File: src/rtl/hv_encoder_seq_ctrl.sv
// Microcoded sequencer for the hypervector encoder: fetches one control word per
// cycle, runs a single hardware loop and stalls on the item-address stream.
module hv_encoder_seq_ctrl #(
  parameter int InstMemDepth = 64,
  parameter int ImAddrWidth  = 32,
  parameter int LoopCntWidth = 16,
  parameter int InstWidth    = 28,
  parameter int PcWidth      = $clog2(InstMemDepth)
) (
  input  logic                    clk_i,
  input  logic                    rst_ni,

  input  logic                    start_i,
  output logic                    busy_o,
  output logic                    done_o,

  input  logic [PcWidth-1:0]      prog_end_i,
  input  logic [PcWidth-1:0]      loop_start_i,
  input  logic [PcWidth-1:0]      loop_end_i,
  input  logic [LoopCntWidth-1:0] loop_num_i,

  output logic [PcWidth-1:0]      inst_addr_o,
  input  logic [InstWidth-1:0]    inst_data_i,

  input  logic                    data_valid_i,
  output logic                    data_ready_o,
  input  logic [ImAddrWidth-1:0]  data_addr_a_i,
  input  logic [ImAddrWidth-1:0]  data_addr_b_i,
  output logic [ImAddrWidth-1:0]  im_a_addr_o,
  output logic [ImAddrWidth-1:0]  im_b_addr_o,

  output logic [1:0]              alu_mux_a_o,
  output logic [1:0]              alu_mux_b_o,
  output logic [1:0]              alu_ops_o,
  output logic [1:0]              bund_mux_a_o,
  output logic [1:0]              bund_mux_b_o,
  output logic                    bund_valid_a_o,
  output logic                    bund_valid_b_o,
  output logic                    bund_clr_a_o,
  output logic                    bund_clr_b_o,
  output logic [1:0]              reg_mux_o,
  output logic [1:0]              reg_rd_addr_a_o,
  output logic [1:0]              reg_rd_addr_b_o,
  output logic [1:0]              reg_wr_addr_o,
  output logic                    reg_wr_en_o,
  output logic                    qhv_clr_o,
  output logic                    qhv_wen_o,
  output logic [1:0]              qhv_mux_o
);

  typedef enum logic {
    IDLE,
    RUN
  } state_e;

  state_e                  state_q, state_d;
  logic [PcWidth-1:0]      pc_q, pc_d;
  logic [LoopCntWidth-1:0] loop_cnt_q, loop_cnt_d;
  logic [LoopCntWidth-1:0] loop_limit;
  logic                    done_q, done_d;
  logic                    running;
  logic                    need_data;
  logic                    exec;
  logic                    loop_back;

  assign running   = (state_q == RUN);
  assign need_data = inst_data_i[27];
  assign exec      = running && (!need_data || data_valid_i);

  // A loop count of zero behaves like one pass, so both give a limit of zero.
  assign loop_limit = (loop_num_i == '0) ? '0 : loop_num_i - LoopCntWidth'(1);
  assign loop_back  = (pc_q == loop_end_i) && (loop_cnt_q < loop_limit);

  assign inst_addr_o = pc_q;
  assign busy_o      = running;
  assign done_o      = done_q;
  assign im_a_addr_o = data_addr_a_i;
  assign im_b_addr_o = data_addr_b_i;

  always_ff @(posedge clk_i or negedge rst_ni) begin
    if (!rst_ni) begin
      state_q    <= IDLE;
      pc_q       <= '0;
      loop_cnt_q <= '0;
      done_q     <= 1'b0;
    end else begin
      state_q    <= state_d;
      pc_q       <= pc_d;
      loop_cnt_q <= loop_cnt_d;
      done_q     <= done_d;
    end
  end

  // Loop-back is checked before program end so a loop closing on the last
  // instruction still runs all of its iterations.
  always_comb begin
    state_d    = state_q;
    pc_d       = pc_q;
    loop_cnt_d = loop_cnt_q;
    done_d     = 1'b0;
    case (state_q)
      IDLE: begin
        if (start_i) begin
          state_d    = RUN;
          pc_d       = '0;
          loop_cnt_d = '0;
        end
      end
      RUN: begin
        if (exec) begin
          if (loop_back) begin
            pc_d       = loop_start_i;
            loop_cnt_d = loop_cnt_q + LoopCntWidth'(1);
          end else if (pc_q == prog_end_i) begin
            state_d    = IDLE;
            done_d     = 1'b1;
            loop_cnt_d = '0;
          end else begin
            pc_d = pc_q + PcWidth'(1);
          end
        end
      end
      default: state_d = IDLE;
    endcase
  end

  // Selects follow the fetched word whenever running so the datapath can settle
  // during a stall; strobes only fire on an executing cycle.
  always_comb begin
    alu_mux_a_o     = '0;
    alu_mux_b_o     = '0;
    alu_ops_o       = '0;
    bund_mux_a_o    = '0;
    bund_mux_b_o    = '0;
    reg_mux_o       = '0;
    reg_rd_addr_a_o = '0;
    reg_rd_addr_b_o = '0;
    reg_wr_addr_o   = '0;
    qhv_mux_o       = '0;
    bund_valid_a_o  = 1'b0;
    bund_valid_b_o  = 1'b0;
    bund_clr_a_o    = 1'b0;
    bund_clr_b_o    = 1'b0;
    reg_wr_en_o     = 1'b0;
    qhv_clr_o       = 1'b0;
    qhv_wen_o       = 1'b0;
    data_ready_o    = 1'b0;
    if (running) begin
      alu_mux_a_o     = inst_data_i[1:0];
      alu_mux_b_o     = inst_data_i[3:2];
      alu_ops_o       = inst_data_i[5:4];
      bund_mux_a_o    = inst_data_i[7:6];
      bund_mux_b_o    = inst_data_i[9:8];
      reg_mux_o       = inst_data_i[15:14];
      reg_rd_addr_a_o = inst_data_i[17:16];
      reg_rd_addr_b_o = inst_data_i[19:18];
      reg_wr_addr_o   = inst_data_i[21:20];
      qhv_mux_o       = inst_data_i[26:25];
    end
    if (exec) begin
      bund_valid_a_o = inst_data_i[10];
      bund_valid_b_o = inst_data_i[11];
      bund_clr_a_o   = inst_data_i[12];
      bund_clr_b_o   = inst_data_i[13];
      reg_wr_en_o    = inst_data_i[22];
      qhv_clr_o      = inst_data_i[23];
      qhv_wen_o      = inst_data_i[24];
      data_ready_o   = need_data;
    end
  end

endmodule

File: config.mk
export PLATFORM = sky130hd
export DESIGN_NAME = hv_encoder_seq_ctrl
export DESIGN_NICKNAME = d
export VERILOG_FILES = /design/src/rtl/hv_encoder_seq_ctrl.sv
export SDC_FILE = /design/constraint.sdc
export NUM_CORES = 1
export LEC_CHECK = 0
export BUFFER_PORTS_ARGS = -buffer_cell sky130_fd_sc_hd__buf_2
export CAP_MARGIN = 15
export CELL_PAD_IN_SITES_DETAIL_PLACEMENT = 1
export CELL_PAD_IN_SITES_GLOBAL_PLACEMENT = 1
export CORE_ASPECT_RATIO = 0.9
export CORE_UTILIZATION = 29
export DETAILED_ROUTE_END_ITERATION = 6
export PLACE_DENSITY_LB_ADDON = 0.05
export SYNTH_ARGS = -nofsm -noshare
export SYNTH_HDL_FRONTEND = slang
export SYNTH_SLANG_ARGS = --single-unit
File: constraint.sdc
create_clock -name clk_i -period 4.8 [get_ports clk_i]
set_input_delay 0.96 -clock clk_i [delete_from_list [all_inputs] [get_ports clk_i]]
set_output_delay 0.96 -clock clk_i [all_outputs]
set_load 0.05 [all_outputs]
# [Word-level counts from Yosys, hierarchy flattened]
# Cells that the tools add are included.
# Widths: inputs -> output; s select.
[op_classes] eq_ne=6 bitwise_logic=1 n_addsub=3 muxes=38 order_cmp=1 n_reduce_logical=7
[ops] op="$mux 16" n=5
[ops] op="$pmux 16 s2" n=1
[ops] op="$mux 6" n=4
[ops] op="$mux 2" n=10
[ops] op="$add 16x1->16 const B" n=1
[ops] op="$logic_not 16->1" n=1
[ops] op="$lt 16x16->1" n=1
[ops] op="$mux 1" n=16
[ops] op="$sub 16x1->16 const B" n=1
[ops] op="$eq 6x6->1" n=2
[ops] op="$pmux 6 s2" n=1
[ops] op="$add 6x1->6 const B" n=1
[ops] op="$reduce_and 3->1" n=2
[ops] op="$ne 3x1->1 const B" n=1
[ops] op="$ne 3x3->1 const B" n=1
[ops] op="$logic_and 1x1->1" n=2
[ops] op="$ne 2x1->1 const B" n=1
[ops] op="$ne 2x2->1 const B" n=1
[ops] op="$pmux 1 s2" n=1
[ops] op="$logic_not 1->1" n=1
[ops] op="$logic_or 1x1->1" n=1
[ops] op="$not 1->1" n=1
[word_totals] out_inout_bits=100 elab_cells=60 register_bits=24

# [Depth between registers and ports, before layout]
[logic_depth] word_depth=7 depth_mapped=15

# [Worst setup path before layout]
# OpenSTA, ideal clock, no wires.
[synth_path] path_type="in2reg" startpoint="input port loop_num_i[5]" endpoint="register pc_q[0] (netlist: inst_addr_o[0])" path_buffers=1 required_time_ns=4.678 path_slack_ns=0.663 arrival_time_ns=4.015 path_stages=14 path_cell_list="or4_4 > nor3_4 > nand2_1 > nor4_1 > xor2_1 > nand2_1 > ha_1 > nand4_1 > nand4b_1 > o22ai_4 > nor3_4 > buf_6 > a221o_1 > a32o_1"
[synth_via] elab_chain_cells=7
[synth_lines] element="start, declared" line_no="20" text="input logic [LoopCntWidth-1:0] loop_num_i,"
[synth_lines] element="$sub 16x1->16 / $logic_not 16->1 (equally long branches)" line_no="71" text="assign loop_limit = (loop_num_i == '0) ? '0 : loop_num_i - LoopCntWidth'(1);"
[synth_lines] element="$mux 16 *" line_no="71"
[synth_lines] element="$lt 16x16->1 *" line_no="72" text="assign loop_back = (pc_q == loop_end_i) && (loop_cnt_q < loop_limit);"
[synth_lines] element="$logic_and 1x1->1 *" line_no="72"
[synth_lines] element="$mux 6" line_no="111" text="if (loop_back) begin"
[synth_lines] element="$mux 6" line_no="110" text="if (exec) begin"
[synth_lines] element="$pmux 6 s2" line_no="101" text="case (state_q)"
[synth_lines] element="end signal, assigned" line_no="88" text="pc_q <= pc_d;"
[synth_lines] element="end, declared" line_no="57" text="logic [PcWidth-1:0] pc_q, pc_d;"
# Every way passes the cells marked *; elsewhere a longest branch is shown, timed or not. The select of a mux whose other input is x is not followed.
# A chain may end at the register's enable or synchronous reset.

# [Worst setup path in the final report]
[layout_path] startpoint="input port loop_num_i[5]" endpoint="register loop_cnt_q[13]"
[layout_via] elab_chain_cells=7
[layout_lines] element="$sub 16x1->16 / $logic_not 16->1 (equally long branches)" line_no="71"
[layout_lines] element="$mux 16 *" line_no="71"
[layout_lines] element="$lt 16x16->1 *" line_no="72"
[layout_lines] element="$logic_and 1x1->1 *" line_no="72"
[layout_lines] element="$mux 16" line_no="111"
[layout_lines] element="$mux 16" line_no="110"
[layout_lines] element="$pmux 16 s2" line_no="101"
[layout_lines] element="end signal, assigned" line_no="89" text="loop_cnt_q <= loop_cnt_d;"
[layout_lines] element="end, declared" line_no="58" text="logic [LoopCntWidth-1:0] loop_cnt_q, loop_cnt_d;"
# Marked as above.

==> impl_metrics.csv <==
group,metric,value,unit
pwr,internal_power,616.8,uW
die,die_x,109.0,um
timing,finalHoldViolations,0,
synthesis,synth_area,0.002988,mm2
pwr,pwr_density_cell,363.8,mW/mm2
synthesis,synth_top_area_frac,0.2010,
worst_setup_path,path_buf_inv,3,
timing,finalCritPeriodShare,0.8852,
routing,drt_first_pass_iters,4,
timing,setup_viol,0,
worst_setup_path,crit_chain,"buf_2 > or4_4 > nor3_4 > nand2_1 > buf_4 > nor3_1 > xor2_1 > nand2_1 > ha_1 > nand2_1 > nor2_1 > nand4b_1 > o22ai_4 > nor3_4 > buf_12 > a211o_1 > a22o_1",
timing,tightest_slew,765.6,ps
worst_setup_path,crit_type,"primary input to flip-flop",
routing,drc,0,
place,globalplace.congestion,0.7388,
worst_setup_path,cp.arrival,4400,ps
pwr,pwr-share-comb,0.525,
worst_setup_path,endpoint,"loop_cnt_q[13]$_DFFE_PN0P_",
clock_tree,cts_tree,"yes",
synthesis,synth.largest_area_cell,"dfrtp_1",
clock_tree,post-cts-setup-buffers,0,
synthesis,ys_types,54,
synthesis,synth_async_sr_flop_share,1.000,
synthesis,syn_inst,367,
place,portBuffers,101,
die,num_rows,34,
pwr,p_leak,1.597,nW
timing,final_max_slew_viol_count,0,
routing,ant_nets,0,
layout,num-fill-cells,1207,
pwr,clkPwrFrac,0.208,
place,place_ws,251.5,ps
synthesis,synth-edff-count,0,
timing,hold_slack,511.1,ps
timing,fmax,235.4,MHz
worst_setup_path,reg2regPathDepth,7,
routing,finalWirelength,8838,um
layout,finish.instance_area,0.003293,mm2
worst_setup_path,timing.rr.end,"inst_addr_o[5]$_DFFE_PN0P_",
die,start_util,0.3040,
layout,insertedDiodeCount,0,
pwr,seqPwrFrac,0.266,
pwr,power.switching,581.2,uW
worst_setup_path,r2r-start,"inst_addr_o[2]$_DFFE_PN0P_",
worst_setup_path,cpMostUsedCell,"nand2_1",
worst_setup_path,crit_slowest_cell,"or4_4",
synthesis,synth_common_cells,"buf_4, nand2_1, and2_1, dfrtp_1, ha_1",
synthesis,synth_area_leaders,"dfrtp_1, buf_4, ha_1",
clock_tree,htree_levels,1,
layout,post-route-util,0.3351,
synthesis,avgSynthCellArea,8.141,um2
synthesis,ys_warn_count,0,
timing,fin_ws,551.1,ps
global_routing,grt_max_degree,32,
die,core-area,0.009827,mm2
routing,first_iter_violations,57,
worst_setup_path,end_kind,"flip-flop",
worst_setup_path,worstPathRequired,4960,ps
run_status,status,"complete, no violations",
die,dieArea,0.01071,mm2
global_routing,grt_pass1_vias,2770,
synthesis,synth_nets,516,
worst_setup_path,crit_fanout,12,
clock_tree,clk_pin_slew,70,ps
worst_setup_path,crit_start,"loop_num_i[5]",
global_routing,grt_overflow,0,
die,ios,230,
global_routing,grt_pass1_wl,14410,um
timing,clock_skew,7.558,ps
layout,area_growth,10.22,%
clock_tree,cts_sinks,24,
timing,fin_crit,4249,ps
global_routing,antenna_found_initial,0,
pwr,power.total,1.198,mW
clock_tree,clk_latency,270,ps
timing,setup_tns,0,ps
worst_setup_path,crit_family,"simple AND/OR/NAND/NOR gates",
worst_setup_path,crit_path_start_kind,"primary input",
synthesis,synth_seq_cells,24,
routing,viasPerCell,4.998,
clock_tree,cts_buffers,3,
worst_setup_path,crit_path_max_incr_delay,560,ps
worst_setup_path,reg2reg_slack,2240,ps
min_path,min_path_type,"flip-flop to flip-flop",
place,dp.cells,527,
timing,rsz0062_at_grt,"no",
synthesis,yosysSeqAreaShare,0.2010,
layout,layout.cells.non_filler,531,
place,dp_hpwl,7193,um
synthesis,synth_top_flop_cell,"dfrtp_1",
job,maxCapViolations,0,
pwr,max-vdd-ir-drop,0.1236,mV
clock_tree,ctsRootBufferMaster,"clkbuf_16",
worst_setup_path,crit_cells,17,
place,place_area,0.003188,mm2
clock_tree,ctsHoldBuffers,0,
die,die_height,98.30,um
pwr,sw_frac_of_total,0.4852,
timing,max_slew_margin,0.4896,
routing,wl_per_cell,16.64,um
clock_tree,clock_path_buffers,2,
layout,finalNetCount,555,
global_routing,track_usage,0.1698,
clock_tree,cts.repair.resized,0,
layout,drive_gt1_frac,0.3160,
synthesis,yosysMostFrequentCell,"buf_4",
routing,via_count,2654,
==> worst min-delay path by stage <==
stage / slack [ps] / end / start / cells past startpoint
2_1_floorplan: 460 / loop_cnt_q[15]$_DFFE_PN0P_ / loop_cnt_q[15]$_DFFE_PN0P_ / 1
3_3_place_gp: 500 / loop_cnt_q[9]$_DFFE_PN0P_ / loop_cnt_q[9]$_DFFE_PN0P_ / 1
3_5_place_dp: 500 / loop_cnt_q[9]$_DFFE_PN0P_ / loop_cnt_q[9]$_DFFE_PN0P_ / 1
4_1_cts: 520 / loop_cnt_q[9]$_DFFE_PN0P_ / loop_cnt_q[9]$_DFFE_PN0P_ / 1
5_1_grt: 530 / loop_cnt_q[15]$_DFFE_PN0P_ / loop_cnt_q[15]$_DFFE_PN0P_ / 1
6_report: 510 / loop_cnt_q[9]$_DFFE_PN0P_ / loop_cnt_q[9]$_DFFE_PN0P_ / 1
==> power by group through the flow <==
stage	Combinational, mW	Sequential [mW]	Clock [mW]
after floorplan	0.548	0.368	0
after CTS	0.637	0.322	0.259
after detailed placement	0.633	0.326	0
after global routing	0.680	0.330	0.268
final	0.629	0.319	0.250
after global placement	0.638	0.328	0
==> metal layers <==
metal	share of wire	wire length, um	GRT usage	vias to the layer above
met5	0	0	0	-
met4	0.022	195	0.05301	0
met3	0.041	363	0.03204	32
met2	0.46	4060	0.2608	49
met1	0.48	4218	0.2377	1276
li1	-	-	-	1297
==> cell families after synthesis <==
family | Yosys count | share of synthesized area
mux | 12 | 0.04020
simple gates | 141 | 0.2613
flops | 24 | 0.2010
fa+ha+maj | 19 | 0.07957
buf+inv | 89 | 0.1981
compound gates | 57 | 0.1466
xor+xnor | 25 | 0.07328
==> cells in the final DEF (no fill, tap or decap), types with 3 or more instances in the layout <==
| master | instances |
|---|---|
| xnor2_1 | 9 |
| a21oi_1 | 8 |
| dfrtp_1 | 24 |
| a21o_1 | 3 |
| nand4_1 | 3 |
| xor2_1 | 16 |
| nand3_1 | 16 |
| buf_2 | 101 |
| and2_1 | 27 |
| clkbuf_16 | 3 |
| and3_1 | 8 |
| a22o_1 | 4 |
| or4_4 | 3 |
| nand2_1 | 37 |
| nor4_1 | 6 |
| ha_1 | 19 |
| nor2_1 | 18 |
| a31oi_1 | 3 |
| inv_1 | 12 |
| nand2b_1 | 4 |
| buf_4 | 8 |
| a211oi_1 | 8 |
| o21ai_0 | 6 |
| a211o_1 | 3 |
| nor3_4 | 3 |
| nor3_1 | 7 |
| mux2i_1 | 12 |
==> cell type report <==
type	count	area, um2	area share
clock inverters	1	30.03	0.009119
well taps	126	157.7	0.04787
inverters	13	48.80	0.01482
flip-flops and latches	24	600.6	0.1824
multi-input cells	254	1795	0.5452
repair buffers	110	585.6	0.1778
clock buffers	3	75.07	0.02280
==> flip-flops by register name, summed over array words and instances, names as in the netlist <==
register,count
inst_addr_o,6
busy_o,1
done_o,1
loop_cnt_q,16
No activity file was read; power rests on OpenSTA's default activity.
